File: config.mk
export PLATFORM = sky130hd
export DESIGN_NAME = memory_unit_flat
export DESIGN_NICKNAME = d
export VERILOG_FILES = /design/src/rtl/cpu_pkg.sv /design/src/rtl/memory_unit_if.sv /design/src/rtl/memory_unit_ram_array.sv /design/src/rtl/memory_unit.sv /design/src/flat_wrapper.sv
export SDC_FILE = /design/constraint.sdc
export NUM_CORES = 1
export LEC_CHECK = 0
export BUFFER_PORTS_ARGS = -buffer_cell sky130_fd_sc_hd__clkbuf_2
export CORE_MARGIN = 2
export CORE_UTILIZATION = 60
export CTS_BUF_LIST = sky130_fd_sc_hd__clkbuf_8 sky130_fd_sc_hd__clkbuf_16
export DETAILED_ROUTE_END_ITERATION = 8
export PLACE_DENSITY = 0.89
export SYNTH_ARGS = -nofsm -noshare
export SYNTH_HDL_FRONTEND = slang
export SYNTH_SLANG_ARGS = --single-unit
export TNS_END_PERCENT = 20
File: constraint.sdc
create_clock -name clk -period 10.2 [get_ports clk]
set_clock_uncertainty 0.05 [all_clocks]
set_input_delay 1.02 -clock clk [delete_from_list [all_inputs] [get_ports clk]]
set_output_delay 1.02 -clock clk [all_outputs]
set_load 0.05 [all_outputs]
File: src/rtl/cpu_pkg.sv
// Shared definitions for the 8-bit bus CPU: widths, loader states,
// and control-word bit positions used by the memory stage.
package cpu_pkg;

  localparam int DEF_ADDR_W = 4;
  localparam int DEF_DATA_W = 8;

  typedef enum logic [1:0] {
    IDLE = 2'd0,
    LOAD = 2'd1,
    DONE = 2'd2
  } ld_state_e;

  localparam int CTL_MAR_LOAD = 0;
  localparam int CTL_RAM_OE   = 1;
  localparam int CTL_RAM_WE   = 2;
  localparam int CTL_W        = 3;

endpackage

File: src/rtl/memory_unit_if.sv
// Bus, control and loader signals of the memory stage.
// slave: memory_unit side; master: CPU bus/control/loader side.
interface memory_unit_if
  import cpu_pkg::*;
#(
  parameter int ADDR_W = DEF_ADDR_W,
  parameter int DATA_W = DEF_DATA_W
);

  logic [DATA_W-1:0] bus_in;
  logic [DATA_W-1:0] bus_out;
  logic              bus_oe;
  logic              mar_load;
  logic              ram_oe;
  logic              ram_we;
  logic              prog_mode;
  logic [DATA_W-1:0] prog_data;
  logic              prog_valid;
  logic              prog_ready;
  logic              prog_done;
  logic [ADDR_W-1:0] mar_q;

  modport slave (
    input  bus_in, mar_load, ram_oe, ram_we,
    input  prog_mode, prog_data, prog_valid,
    output bus_out, bus_oe, prog_ready,
    output prog_done, mar_q
  );

  modport master (
    output bus_in, mar_load, ram_oe, ram_we,
    output prog_mode, prog_data, prog_valid,
    input  bus_out, bus_oe, prog_ready,
    input  prog_done, mar_q
  );

endinterface

File: src/rtl/memory_unit_ram_array.sv
// ram_array: 2**ADDR_W x DATA_W flop RAM, cleared by async reset.
// Ports: clk, rst, we/waddr/wdata (sync write), raddr/rdata (comb read).
module ram_array
  import cpu_pkg::*;
#(
  parameter int ADDR_W = DEF_ADDR_W,
  parameter int DATA_W = DEF_DATA_W
) (
  input  logic              clk,
  input  logic              rst,
  input  logic              we,
  input  logic [ADDR_W-1:0] waddr,
  input  logic [DATA_W-1:0] wdata,
  input  logic [ADDR_W-1:0] raddr,
  output logic [DATA_W-1:0] rdata
);

  localparam int DEPTH = 2 ** ADDR_W;

  logic [DATA_W-1:0] mem [DEPTH];

  always_ff @(posedge clk or posedge rst) begin
    if (rst) begin
      for (int i = 0; i < DEPTH; i++) begin
        mem[i] <= '0;
      end
    end else if (we) begin
      mem[waddr] <= wdata;
    end
  end

  assign rdata = mem[raddr];

endmodule

File: src/rtl/memory_unit.sv
// Memory stage: MAR, byte-serial program loader FSM, 16x8 RAM.
// Ports: clk, rst, io (memory_unit_if.slave). Macro MEM_BUS_WRITE_EN
// enables bus stores (ram_we) in run mode.
module memory_unit
  import cpu_pkg::*;
#(
  parameter int ADDR_W = DEF_ADDR_W,
  parameter int DATA_W = DEF_DATA_W
) (
  input  logic          clk,
  input  logic          rst,
  memory_unit_if.slave  io
);

  localparam logic [ADDR_W-1:0] LAST = '1;

  ld_state_e         state;
  ld_state_e         nstate;
  logic [ADDR_W-1:0] count;
  logic [ADDR_W-1:0] mar;
  logic [CTL_W-1:0]  ctl;
  logic              idle;
  logic              xfer;

  logic              we;
  logic [ADDR_W-1:0] waddr;
  logic [DATA_W-1:0] wdata;
  logic [DATA_W-1:0] rdata;

  always_comb begin
    ctl               = '0;
    ctl[CTL_MAR_LOAD] = io.mar_load;
    ctl[CTL_RAM_OE]   = io.ram_oe;
    ctl[CTL_RAM_WE]   = io.ram_we;
  end

  assign idle = (state == IDLE);
  assign xfer = (state == LOAD) && io.prog_valid;

  always_ff @(posedge clk or posedge rst) begin
    if (rst) begin
      state <= IDLE;
    end else begin
      state <= nstate;
    end
  end

  always_comb begin
    nstate = state;
    unique case (state)
      IDLE: if (io.prog_mode) nstate = LOAD;
      LOAD: begin
        if (!io.prog_mode) begin
          nstate = IDLE;
        end else if (io.prog_valid && count == LAST) begin
          nstate = DONE;
        end
      end
      DONE: if (!io.prog_mode) nstate = IDLE;
      default: nstate = IDLE;
    endcase
  end

  // Count holds at LAST on the final byte so it never wraps.
  always_ff @(posedge clk or posedge rst) begin
    if (rst) begin
      count <= '0;
    end else if (state != LOAD || !io.prog_mode) begin
      count <= '0;
    end else if (io.prog_valid && count != LAST) begin
      count <= count + 1'b1;
    end
  end

  always_ff @(posedge clk or posedge rst) begin
    if (rst) begin
      mar <= '0;
    end else if (idle && ctl[CTL_MAR_LOAD]) begin
      mar <= io.bus_in[ADDR_W-1:0];
    end
  end

  // Loader owns the write port outside run mode; a bus store
  // uses the pre-edge MAR even if mar_load fires too.
  always_comb begin
    we    = 1'b0;
    waddr = '0;
    wdata = '0;
    if (xfer) begin
      we    = 1'b1;
      waddr = count;
      wdata = io.prog_data;
    end
`ifdef MEM_BUS_WRITE_EN
    else if (idle && ctl[CTL_RAM_WE]) begin
      we    = 1'b1;
      waddr = mar;
      wdata = io.bus_in;
    end
`endif
  end

  ram_array #(
    .ADDR_W(ADDR_W),
    .DATA_W(DATA_W)
  ) u_ram (
    .clk  (clk),
    .rst  (rst),
    .we   (we),
    .waddr(waddr),
    .wdata(wdata),
    .raddr(mar),
    .rdata(rdata)
  );

  assign io.bus_out    = idle ? rdata : '0;
  assign io.bus_oe     = idle && ctl[CTL_RAM_OE];
  assign io.prog_ready = (state == LOAD);
  assign io.prog_done  = (state == DONE);
  assign io.mar_q      = mar;

  logic unused_bits;
  assign unused_bits = ^{io.bus_in[DATA_W-1:ADDR_W],
                         ctl[CTL_RAM_WE]};

endmodule
File: src/flat_wrapper.sv
// flat-port wrapper written by rule: the top's interface ports become plain ports
module memory_unit_flat import cpu_pkg::*;
#(
  parameter int ADDR_W = DEF_ADDR_W,
  parameter int DATA_W = DEF_DATA_W
)
  (clk, rst, io_bus_in, io_mar_load, io_ram_oe, io_ram_we, io_prog_mode, io_prog_data, io_prog_valid, io_bus_out, io_bus_oe, io_prog_ready, io_prog_done, io_mar_q);
  memory_unit_if #(.ADDR_W(ADDR_W), .DATA_W(DATA_W)) io_i ();
  input  logic clk;
  input  logic rst;
  input wire logic [$bits(io_i.bus_in)-1:0] io_bus_in;
  input wire logic [$bits(io_i.mar_load)-1:0] io_mar_load;
  input wire logic [$bits(io_i.ram_oe)-1:0] io_ram_oe;
  input wire logic [$bits(io_i.ram_we)-1:0] io_ram_we;
  input wire logic [$bits(io_i.prog_mode)-1:0] io_prog_mode;
  input wire logic [$bits(io_i.prog_data)-1:0] io_prog_data;
  input wire logic [$bits(io_i.prog_valid)-1:0] io_prog_valid;
  output wire logic [$bits(io_i.bus_out)-1:0] io_bus_out;
  output wire logic [$bits(io_i.bus_oe)-1:0] io_bus_oe;
  output wire logic [$bits(io_i.prog_ready)-1:0] io_prog_ready;
  output wire logic [$bits(io_i.prog_done)-1:0] io_prog_done;
  output wire logic [$bits(io_i.mar_q)-1:0] io_mar_q;
  assign io_i.bus_in = io_bus_in;
  assign io_i.mar_load = io_mar_load;
  assign io_i.ram_oe = io_ram_oe;
  assign io_i.ram_we = io_ram_we;
  assign io_i.prog_mode = io_prog_mode;
  assign io_i.prog_data = io_prog_data;
  assign io_i.prog_valid = io_prog_valid;
  assign io_bus_out = io_i.bus_out;
  assign io_bus_oe = io_i.bus_oe;
  assign io_prog_ready = io_i.prog_ready;
  assign io_prog_done = io_i.prog_done;
  assign io_mar_q = io_i.mar_q;
  memory_unit #(.ADDR_W(ADDR_W), .DATA_W(DATA_W)) u_core (.clk(clk), .rst(rst), .io(io_i));
endmodule
; ---- After elaboration in Yosys (flattened, before gate mapping)
; Index checks and enable logic that the tools add are counted.
; Widths: inputs -> output; s select.
[classes]
order_cmp = 3
eq_ne = 8
n_addsub = 1
reduce_logical = 11
muxes = 17
bitwise = 2
[ops]
columns = operator, count
row1 = $bwmux 128, 1
row2 = $mux 8, 5
row3 = $bmux 8 s4, 1
row4 = $demux 8 s4, 1
row5 = $mux 4, 3
row6 = $ge 5x5->1 const B, 2
row7 = $not 4->5, 2
row8 = $mux 2, 4
row9 = $logic_and 1x1->1, 6
row10 = $pmux 2 s3, 1
row11 = $lt 5x1->1 const B, 1
row12 = $add 4x1->4 const B, 1
row13 = $eq 4x4->1 const B, 1
row14 = $ne 2x2->1 const B, 2
row15 = $ne 4x4->1 const B, 1
row16 = $ne 3x2->1 const B, 1
row17 = $reduce_and 3->1, 1
row18 = $eq 2x1->1 const B, 1
row19 = $eq 2x2->1 const B, 1
row20 = $logic_not 2->1, 1
row21 = $ne 2x1->1 const B, 1
row22 = $reduce_bool 2->1, 1
row23 = $logic_not 1->1, 1
row24 = $logic_or 1x1->1, 1
row25 = $mux 1, 1
[word_totals]
wordCells = 61
ff_bits = 138
input_bits = 23
out_inout_bits = 15

; ---- Depth between registers and ports, before layout
; Gate-level depths: netlist (run 1).
[depth]
depth_word = 9
mapped_depth = 8
ltp_nobuf = 5

; ---- Modules after synthesis
; From an unflattened synthesis (run 1), not the netlist that was laid out.
[hier_totals]
hier_cells = 433
hier_area_um2 = 6562.5
[by_module_without_submodules]
columns = module, cells_each, area_each_um2, instances
row1 = ram_array, 369, 5953.2, 1
row2 = memory_unit, 64, 609.3, 1

; ---- Least setup slack after synthesis (run 1)
; Ideal clock, no wire load.
[synth_path]
path_type = register to output
start = register u_core.mar[0], in the netlist u_core.io.mar_q[0]
end = output io_bus_out[3]
required_ns = 9.130
setup_slack_ns = 6.760
path_stages_with_launch = 8
arrival_ns = 2.370
path_buffers = 3
cell_sequence = dfrtp_1 > buf_6 > buf_8 > buf_8 > mux2i_1 > a22oi_1 > a22oi_1 > o211ai_1
[synth_via]
elab_chain_len = 5
[synth_lines]
columns = element, line_no
row1 = "start, declared", memory_unit.sv:20  ; logic [ADDR_W-1:0] mar;
row2 = "start signal, assigned", memory_unit.sv:79  ; mar <= io.bus_in[ADDR_W-1:0];
row3 = $not 4->5 (implied by the code), memory_unit_ram_array.sv:32  ; assign rdata = mem[raddr];
row4 = $bmux 8 s4, memory_unit_ram_array.sv:32
row5 = $mux 8 (implied by the code) (2 in series), memory_unit_ram_array.sv:32
row6 = $mux 8, memory_unit.sv:116  ; assign io.bus_out = idle ? rdata : '0;
row7 = "end, declared", flat_wrapper.sv:18  ; output wire logic [$bits(io_i.bus_out)-1:0] io_bus_out;
; No other way between the ends. The select of a mux whose other input is x is not followed.

; ---- Worst setup path in the final report (run 1)
[layout_path]
start = register u_core.mar[1], in the netlist u_core.io.mar_q[1]
end = output io_bus_out[6]
; Same word-level chain as after synthesis.

==> results of run 1 <==
routing by layer:
metal	vias up	track usage, %	wire [µm]
li1	1868	-	-
met2	191	46.3	7660
met1	2252	35.4	6150
met4	0	13.8	506
met3	50	7.66	997
met5	-	0	0
final timing paths:
check                                                   from                                end  cells after the start
min reg2reg                u_core.u_ram.mem[125]$_DFFE_PP0P_  u_core.u_ram.mem[125]$_DFFE_PP0P_                      2
max                           u_core.io.mar_q[1]$_DFFE_PP0P_                      io_bus_out[6]                      4
min                        u_core.u_ram.mem[125]$_DFFE_PP0P_  u_core.u_ram.mem[125]$_DFFE_PP0P_                      2
max in group asynchronous                                rst   u_core.u_ram.mem[36]$_DFFE_PP0P_                      4
min in group asynchronous                                rst        u_core.count[1]$_DFFE_PP0P_                      2
max reg2reg                      u_core.state[0]$_DFFE_PP0P_   u_core.u_ram.mem[73]$_DFFE_PP0P_                      4
synth_stat cells (9+ instances only):
cell type and n:
and3_1 9, clkbuf_1 16, dfrtp_1 138, mux2_2 100, mux2i_1 23, mux4_2 18
nand2_1 49, nand2b_1 9, nor2_1 13, nor2_2 9, nor2b_1 10, o21ai_0 32
state kept, by name, indices dropped and copies added, names as in the netlist:
signal,flops
u_core.state,2
u_core.count,4
u_core.io.mar_q,4
u_core.u_ram.mem,128
worst max-delay path: cells and delay by family (launching register included):
family	cells	cell delay, ns
AO/OA/AOI/OAI	2	1.24
flip-flops	1	1.03
AND/OR/NAND/NOR	1	0.56
buffers and inverters	1	0.28
cell families after synthesis:
family                   count (synthesis)
buffers and inverters                   30
XOR/XNOR                                 3
multiplexers                           141
AO/OA/AOI/OAI                           62
adder cells (fa/ha/maj)                  1
flip-flops                             138
AND/OR/NAND/NOR                        125
area by class of cell:
cell class | count | area share, %
multi-input combinational | 332 | 39.9
clock inverter | 6 | 0.364
inverter | 1 | 0.0866
tap | 140 | 2.42
timing repair buffer | 37 | 2.74
sequential | 138 | 47.8
clock buffer | 22 | 6.69
per-stage QoR:
stage / utilization, % / std cells / instance area, µm²
finish: 67.5 / 676 / 7220
global route: 67.5 / 676 / 7220
CTS: 67.5 / 676 / 7220
detailed placement: 62.8 / 648 / 6720
global placement: 62.8 / 648 / 6720
floorplan: - / 500 / 6510
where the power goes:
group | internal (mW) | switching, mW
Clock | 0.321 | 0.214
Sequential | 0.559 | 0.0192
Combinational | 0.0458 | 0.0919
cell usage in the layout, fill, tap and decap left out, types with 7 or more instances in the layout:
master	netlist	final
mux2i_1	23	23
nand3_1	7	7
mux4_2	18	18
clkbuf_16	0	16
clkbuf_2	0	32
a22oi_1	8	8
dfrtp_1	138	137
nand2b_1	9	9
o21ai_0	32	32
and3_1	9	9
nor2_2	9	9
nor2b_1	10	10
nand2_1	49	49
mux2_2	100	100
nor2_1	13	13
==> key figures, run 1 <==
Timing
  • Hold WS: about 0.43 ns
  • Least-Margin Pin Slew: 1.29 ns
  • RSZ-0062 raised after global routing: no
  • Crit path setup slack, layout: 5.47 ns
  • Slew headroom: 13.5%
  • Final hold viol count: 0
  • Slew Limit Fails: 0
  • Final min period: around 4.7 ns
  • Max Freq: 211 MHz
  • Final setup viols: 0
  • Post-route clock period utilization: 46.4%
  • Final TNS setup: 0 ns

Yosys
  • EDFF count, synth: 0
  • Area share of the largest cell type after synthesis: between 50 and 60%
  • Sequential share of the synthesized area: 53.1%
  • Netlist cell types: 40
  • Compound-gate portion of the synthesized area: ~6.1%
  • Prevailing post-synth register cell: dfrtp_1
  • Synth warnings: 0
  • Syn Area/Cell: around 13 µm²
  • Post-synthesis adder-cell area fraction: less than 1%
  • FF+latch count, synth: between 100 and 150
  • Yosys top cell by area: dfrtp_1
  • Main combinational cell family by area after synthesis: multiplexers
  • Syn Inst Count: 500
  • Largest cells by area after synthesis: dfrtp_1 (53%), mux2_2 (17%), mux4_2 (6.2%), mux2i_1 (3.5%), nand2_1 (2.8%)
  • Post-synthesis async set-or-reset flop share: 100%
  • Synthesized net count: about 520
  • Multiplexer area fraction after synthesis: a little over a quarter
  • Fraction of synthesized cell area in xor and xnor cells: less than 1%
  • Cell Area, Synth: ~6500 µm²
  • Synth Area in Simple Gates: 10.5%

Floorplan
  • Core box area: about 11000 µm²
  • Initial Util: between 60% and 70%
  • # rows: 38
  • I/O pin count: 38
  • DIE HEIGHT: roughly 110 µm
  • Die W: 108 µm
  • Die outline area: between 10000 and 15000 µm²

Clock network
  • CTS root buf: clkbuf_8
  • Clock transition at path regs: 0.06 ns
  • Post-cts sizing count: 0
  • Worst-Skew Late Latency: 0.54 ns
  • CTS H-tree lvls: 4
  • CTS buffer count: 17
  • Clock Sinks: roughly 140
  • Postcts setup bufs: 0
  • Hold Buf Count CTS: 0
  • CTS tree: yes
  • Clock buffer depth: 2

Global routing
  • Number of global-route vias before repair: about 4.7k
  • First-pass GRT wire length: around 24000 µm
  • Initial antenna violation count: 0
  • Largest net degree at the start of global routing: just under 60
  • Tot GR Track Use: about 28%
  • Grt ovf: 0

Placed design
  • Detailed Place HPWL: between 9000 and 10000 µm
  • IO buf count: 32
  • Pre-CTS setup slack: 6.10 ns
  • GP Congestion: about 0.81

Layout
  • NumNets Final: 551
  • Area delta synth->final: 11.0%
  • Register area: about 3500 µm²
  • Area taken by multi-input logic gates: around 2900 µm²
  • Layout cell share with drive strength beyond 1: a little under two fifths
  • # diodes: 0
  • FILL cells: 717

Power
  • Total Power: around 1.3 mW
  • Power Density: 173 nW/µm²
  • Max rail drop VDD: 0.0950 mV
  • Leak Pwr: between 3 and 4 nW

Routing
  • DR DRC count: 0
  • DRT Pass-1 Iters: 5
  • DRT iter0 DRCs: 330
  • Detail Route Antenna Nets: 0
  • Vias: ~4.4k
  • Vias per std cell: approximately 6.5
  • Total wire length: approximately 15000 µm
  • Avg WL per Cell: between 20 and 25 µm

Setup path
  • Endpoint type of the worst setup path: output port
  • Crit path largest cell delay: 1.03 ns
  • Crit-path max FO: 21
  • Worst setup path category: flop to output port
  • Critical path, cell by cell: nor2b_1 > a2111oi_0 > a31o_2 > clkbuf_2
  • Crit path launch type: flop
  • Data arrival, critical path: approximately 3.7 ns
  • Reg2Reg Setup Slack: between 7 and 8 ns
  • Critical path required time: approximately 9.1 ns
  • Worst path slowest cell: dfrtp_1

Worst hold path
  • Worst hold path type: flop to flop

Status
  • Status: complete, no violations

Job
  • Max-Cap Viols: 0
No activity file was read; power rests on OpenSTA's default activity.
==> inputs of run 2 (changes only) <==
ABC_AREA = 1   (was default)
CORE_UTILIZATION = 55   (was 60)
PLACE_DENSITY = 0.86   (was 0.89)
clock period = 4.3 ns   (was 10.2 ns; I/O delays follow)
==> key figures, run 2 <==
Layout
  • Most common cell after layout, fill and taps aside: nand2_1
  • NumNets Final: around 940
  • Final core occ: a little over three fifths
  • # diodes: 0
  • Largest register FFs: approximately 130
  • Most flop-heavy register: u_core.u_ram.mem
  • Post-route cell area: between 7000 and 8000 µm²
  • Area delta synth->final: 10.4%
  • Layout cell share with drive strength beyond 1: between 10% and 20%
  • Most frequent cells in the layout: nand2_1 (309), dfrtp_1 (137), inv_1 (109), nand3_1 (82), o21ai_0 (71)
  • Non-Filler Instances: roughly 1.1k

Setup path
  • Crit path largest cell delay: roughly 0.8 ns
  • Crit path launch type: flop
  • WP buf/inv: 2
  • Reg2Reg Depth: 8
  • Crit path max-delay family: buffers and inverters
  • Crit-path max FO: 18
  • Worst setup path category: flop to output port
  • Data arrival, critical path: between 2 and 3 ns
  • Reg2Reg Setup Slack: between 2 and 2.5 ns
  • CP most frequent cell: nand3_1
  • Critical path, cell by cell: clkinv_1 > nand3_1 > nand3_1 > a21oi_1 > clkbuf_2
  • Endpoint type of the worst setup path: output port
  • Worst flop-to-flop path startpoint: u_core.state[1]$_DFFE_PP0P_
  • Worst path slowest cell: dfrtp_1
  • Critical path required time: between 3 and 4 ns
  • Worst R2R End: u_core.u_ram.mem[75]$_DFFE_PP0P_

Timing
  • Final hold viol count: 0
  • Slew Limit Fails: 0
  • Max Freq: ~290 MHz
  • Slew headroom: between 30 and 40%
  • Final TNS setup: 0 ns
  • Post-route clock period utilization: 79.9%
  • Least-Margin Pin Slew: between 0.9 and 1 ns
  • RSZ-0062 raised after global routing: no
  • Hold WS: roughly 0.18 ns
  • Crit path setup slack, layout: roughly 0.86 ns
  • Final setup viols: 0
  • Final min period: between 3 and 4 ns

Global routing
  • Tot GR Track Use: a little over a quarter
  • First-pass GRT wire length: 27400 µm
  • Initial antenna violation count: 0
  • Grt ovf: 0
  • Largest net degree at the start of global routing: roughly 110
  • Number of global-route vias before repair: ~5.4k

Floorplan
  • DIE HEIGHT: roughly 120 µm
  • Die W: around 120 µm
  • Core box area: 12100 µm²
  • I/O pin count: 38
  • # rows: 40
  • Die outline area: ~13000 µm²
  • Initial Util: between 50% and 60%

Clock network
  • CTS H-tree lvls: 4
  • CTS tree: yes
  • CTS root buf: clkbuf_16
  • CTS buffer count: 17
  • Clock transition at path regs: 0.06 ns
  • Clock buffer depth: 2
  • Post-cts sizing count: 0
  • Hold Buf Count CTS: 0
  • Postcts setup bufs: 0
  • Clock Sinks: about 140
  • Worst-Skew Late Latency: 0.42 ns

Routing
  • DR DRC count: 0
  • Detail Route Antenna Nets: 0
  • DRT iter0 DRCs: around 760
  • Vias per std cell: between 5 and 6
  • Vias: between 5k and 6k
  • Total wire length: roughly 17000 µm
  • DRT Pass-1 Iters: 6
  • Avg WL per Cell: about 15 µm

Power
  • Max rail drop VDD: between 0.3 and 0.4 mV
  • Total Power: roughly 3.2 mW
  • Leak Pwr: ~3.6 nW
  • Power Density: roughly 420 nW/µm²

Yosys
  • Area share of the largest cell type after synthesis: around half
  • Cell Area, Synth: around 6900 µm²
  • Synthesized net count: ~930
  • Netlist cell types: 28
  • FF+latch count, synth: roughly 140
  • Syn Area/Cell: ~7.6 µm²
  • EDFF count, synth: 0
  • Post-synth top cells: nand2_1 (309), dfrtp_1 (138), inv_1 (108), nand3_1 (82), o21ai_0 (71)
  • Synth warnings: 0
  • Most common cell in the synthesized netlist: nand2_1
  • Yosys top cell by area: dfrtp_1
  • Largest cells by area after synthesis: dfrtp_1 (50%), nand2_1 (17%), nand3_1 (5.9%), inv_1 (5.9%), o21ai_0 (5.1%)
  • Syn Inst Count: 904
  • Sequential share of the synthesized area: around half
  • Post-synthesis async set-or-reset flop share: 100%
  • Prevailing post-synth register cell: dfrtp_1

Placed design
  • GP Congestion: between 0.8 and 0.9
  • Detailed Place HPWL: 10500 µm
  • IO buf count: 32
  • Placed Cells: 1062
  • Dpl cell area: slightly above 7000 µm²
  • Pre-CTS setup slack: between 1 and 1.5 ns

Job
  • Max-Cap Viols: 0

Worst hold path
  • Worst hold path type: input port to asynchronous set/reset pin

Status
  • Status: complete, no violations
==> run 2: layer usage <==
layer,track usage [%],vias to the layer above,wire length (µm)
met4,9.68,0,351
met1,35.3,2704,7030
met2,44.2,236,8180
met3,6.17,35,1080
met5,0,-,0
li1,-,2842,-
==> run 2: report_power, final <==
part	leakage, nW	internal (mW)	switching [mW]
combinational	1.48	0.102	0.294
sequential	1.86	1.33	0.0407
clock	0.286	0.859	0.536
==> run 2: area by class of cell <==
| type | instances | area [µm²] |
|---|---|---|
| Inverter | 116 | 443 |
| Clock buffer | 22 | 494 |
| Sequential cell | 138 | 3450 |
| Tap cell | 168 | 210 |
| Fill cell | 1061 | 4490 |
| Clock inverter | 9 | 72.6 |
| Timing Repair Buffer | 39 | 213 |
| Multi-Input combinational cell | 601 | 2730 |
==> run 2: worst max-delay path by stage <==
stage | from | end | slack [ns] | depth (start not counted)
3_5_place_dp | u_core.io.mar_q[2]$_DFFE_PP0P_ | io_bus_out[2] | 1.38 | 5
2_1_floorplan | rst | u_core.count[0]$_DFFE_PP0P_ | 0.12 | 1
4_1_cts | u_core.io.mar_q[2]$_DFFE_PP0P_ | io_bus_out[2] | 0.92 | 5
3_3_place_gp | u_core.io.mar_q[2]$_DFFE_PP0P_ | io_bus_out[4] | 1.37 | 5
6_report | u_core.io.mar_q[2]$_DFFE_PP0P_ | io_bus_out[2] | 0.86 | 5
5_1_grt | u_core.io.mar_q[2]$_DFFE_PP0P_ | io_bus_out[7] | 0.78 | 5
==> run 2: cells by family after synthesis <==
logic type	share of synthesized area [%]
and+or+nand+nor	28.2
buffers and inverters	10.4
AOI/OAI and AO/OA	11.0
DFF	50.0
xor gates and xnor gates	0.127
adders and majority gates	0.181
==> inputs of run 3 (changes only) <==
clock period = 3 ns   (was 4.3 ns; I/O delays follow)
==> key figures, run 3 (same netlist as run 2, synthesis figures left out) <==
Global routing
  • Largest net degree at the start of global routing: 75
  • Number of global-route vias before repair: ~5.7k
  • First-pass GRT wire length: between 20000 and 30000 µm
  • Tot GR Track Use: between 20% and 30%
  • Initial antenna violation count: 0
  • Grt ovf: 0

Layout
  • Most frequent cells in the layout: nand2_1 (309), dfrtp_1 (137), inv_1 (110), nand3_1 (82), o21ai_0 (71)
  • NumNets Final: about 940
  • Largest register FFs: roughly 130
  • Most flop-heavy register: u_core.u_ram.mem
  • Area delta synth->final: 12.3%
  • Layout cell share with drive strength beyond 1: 11.0%
  • # diodes: 0
  • Most common cell after layout, fill and taps aside: nand2_1

Setup path
  • Data arrival, critical path: between 2 and 2.5 ns
  • Crit path launch type: flop
  • Worst setup path category: flop to output port
  • Reg2Reg Setup Slack: between 0.9 and 1 ns
  • Critical path required time: approximately 2.7 ns
  • Crit-path max FO: 24
  • Endpoint type of the worst setup path: output port

Clock network
  • Postcts setup bufs: 0
  • Hold Buf Count CTS: 0
  • Clock transition at path regs: 0.06 ns
  • Post-cts sizing count: 0
  • CTS buffer count: 17
  • CTS root buf: clkbuf_16
  • Clock buffer depth: 2
  • CTS tree: yes
  • Worst-Skew Late Latency: ~0.43 ns
  • Clock Sinks: 138
  • CTS H-tree lvls: 4

Floorplan
  • # rows: 40
  • DIE HEIGHT: ~120 µm
  • I/O pin count: 38
  • Core box area: ~12000 µm²
  • Die W: between 100 and 150 µm
  • Initial Util: 57.0%
  • Die outline area: 13500 µm²

Power
  • Pint: roughly 3.2 mW
  • Clock power share: a little over two fifths
  • Leak Pwr: about 3.7 nW
  • Switching Power: between 1 and 1.5 mW
  • Power Density: ~580 nW/µm²
  • Sequential power share: a little over two fifths
  • Combinational Power Share: between 10 and 15%
  • Max rail drop VDD: about 0.58 mV
  • Sw frac: 27.7%

Timing
  • RSZ-0062 raised after global routing: no
  • Max Freq: ~380 MHz
  • Post-route clock period utilization: 88.1%
  • Final setup viols: 0
  • Slew Limit Fails: 0
  • Hold WS: roughly 0.046 ns
  • Slew headroom: a little under a third
  • Final hold viol count: 0
  • Final min period: ~2.6 ns
  • Crit path setup slack, layout: roughly 0.36 ns
  • Final TNS setup: 0 ns
  • Least-Margin Pin Slew: just over 1 ns

Placed design
  • IO buf count: 32
  • GP Congestion: between 0.8 and 0.9
  • Detailed Place HPWL: ~11000 µm
  • Pre-CTS setup slack: 0.888 ns

Routing
  • Avg WL per Cell: 15.6 µm
  • Vias per std cell: roughly 5.4
  • Total wire length: about 17000 µm
  • Vias: roughly 6.0k
  • DRT Pass-1 Iters: 8
  • DR DRC count: 0
  • DRT iter0 DRCs: about 730
  • Detail Route Antenna Nets: 0

Worst hold path
  • Worst hold path type: input port to asynchronous set/reset pin

Status
  • Status: complete, no violations

Job
  • Max-Cap Viols: 0
## run 3: cell type report
| type | instances | area [µm²] |
|---|---|---|
| timing repair buffer | 44 | 390 |
| inverter | 116 | 442 |
| clock inverter | 6 | 26.3 |
| clock buffer | 22 | 494 |
| tap | 168 | 210 |
| fill | 1044 | 4360 |
| multi-input combinational | 601 | 2730 |
| sequential | 138 | 3450 |
## run 3: critical path, stage by stage (launching register included)
cell	delay, ns
dfrtp_1	0.35
clkinv_1	0.33
buf_12	0.31
nor2_1	0.10
nand2_1	0.06
nand3_1	0.11
nand3_1	0.09
a21oi_1	0.31
buf_12	0.19
## run 3: final timing paths
kind | cells past startpoint | from | endpoint
hold / removal | 2 | rst | u_core.u_ram.mem[22]$_DFFE_PP0P_
max in group asynchronous | 3 | rst | u_core.u_ram.mem[4]$_DFFE_PP0P_
min in group clk | 3 | io_bus_in[0] | u_core.io.mar_q[0]$_DFFE_PP0P_
hold reg to reg | 2 | u_core.u_ram.mem[51]$_DFFE_PP0P_ | u_core.u_ram.mem[51]$_DFFE_PP0P_
setup / recovery | 8 | u_core.io.mar_q[1]$_DFFE_PP0P_ | io_bus_out[7]
setup reg to reg | 8 | u_core.state[1]$_DFFE_PP0P_ | u_core.u_ram.mem[109]$_DFFE_PP0P_
## run 3: metal layers
layer | vias up | global-route usage (%) | share of wire, %
met5 | - | 0 | 0
met4 | 0 | 14.5 | 4.6
met3 | 65 | 6.22 | 6.9
met2 | 250 | 45.1 | 48
met1 | 2792 | 34.2 | 40
li1 | 2844 | - | -
## run 3: power groups by stage
| stage | Sequential [mW] | Clock (mW) | Combinational, mW |
|---|---|---|---|
| CTS | 1.94 | 1.89 | 0.662 |
| floorplan | 1.99 | 0 | 0.409 |
| detailed placement | 1.97 | 0 | 0.657 |
| finish | 1.94 | 1.88 | 0.666 |
| global placement | 1.97 | 0 | 0.646 |
| global route | 1.94 | 1.96 | 0.719 |
## run 3: through the flow
stage / utilization, % / cells / cell area [µm²] / total power, mW
after floorplan: - / 904 / 6910 / 2.39
after global placement: 59.7 / 1067 / 7230 / 2.62
after detailed placement: 59.7 / 1067 / 7230 / 2.63
after CTS: 64.0 / 1095 / 7750 / 4.49
after global routing: 64.0 / 1095 / 7750 / 4.63
final: 64.0 / 1095 / 7750 / 4.48
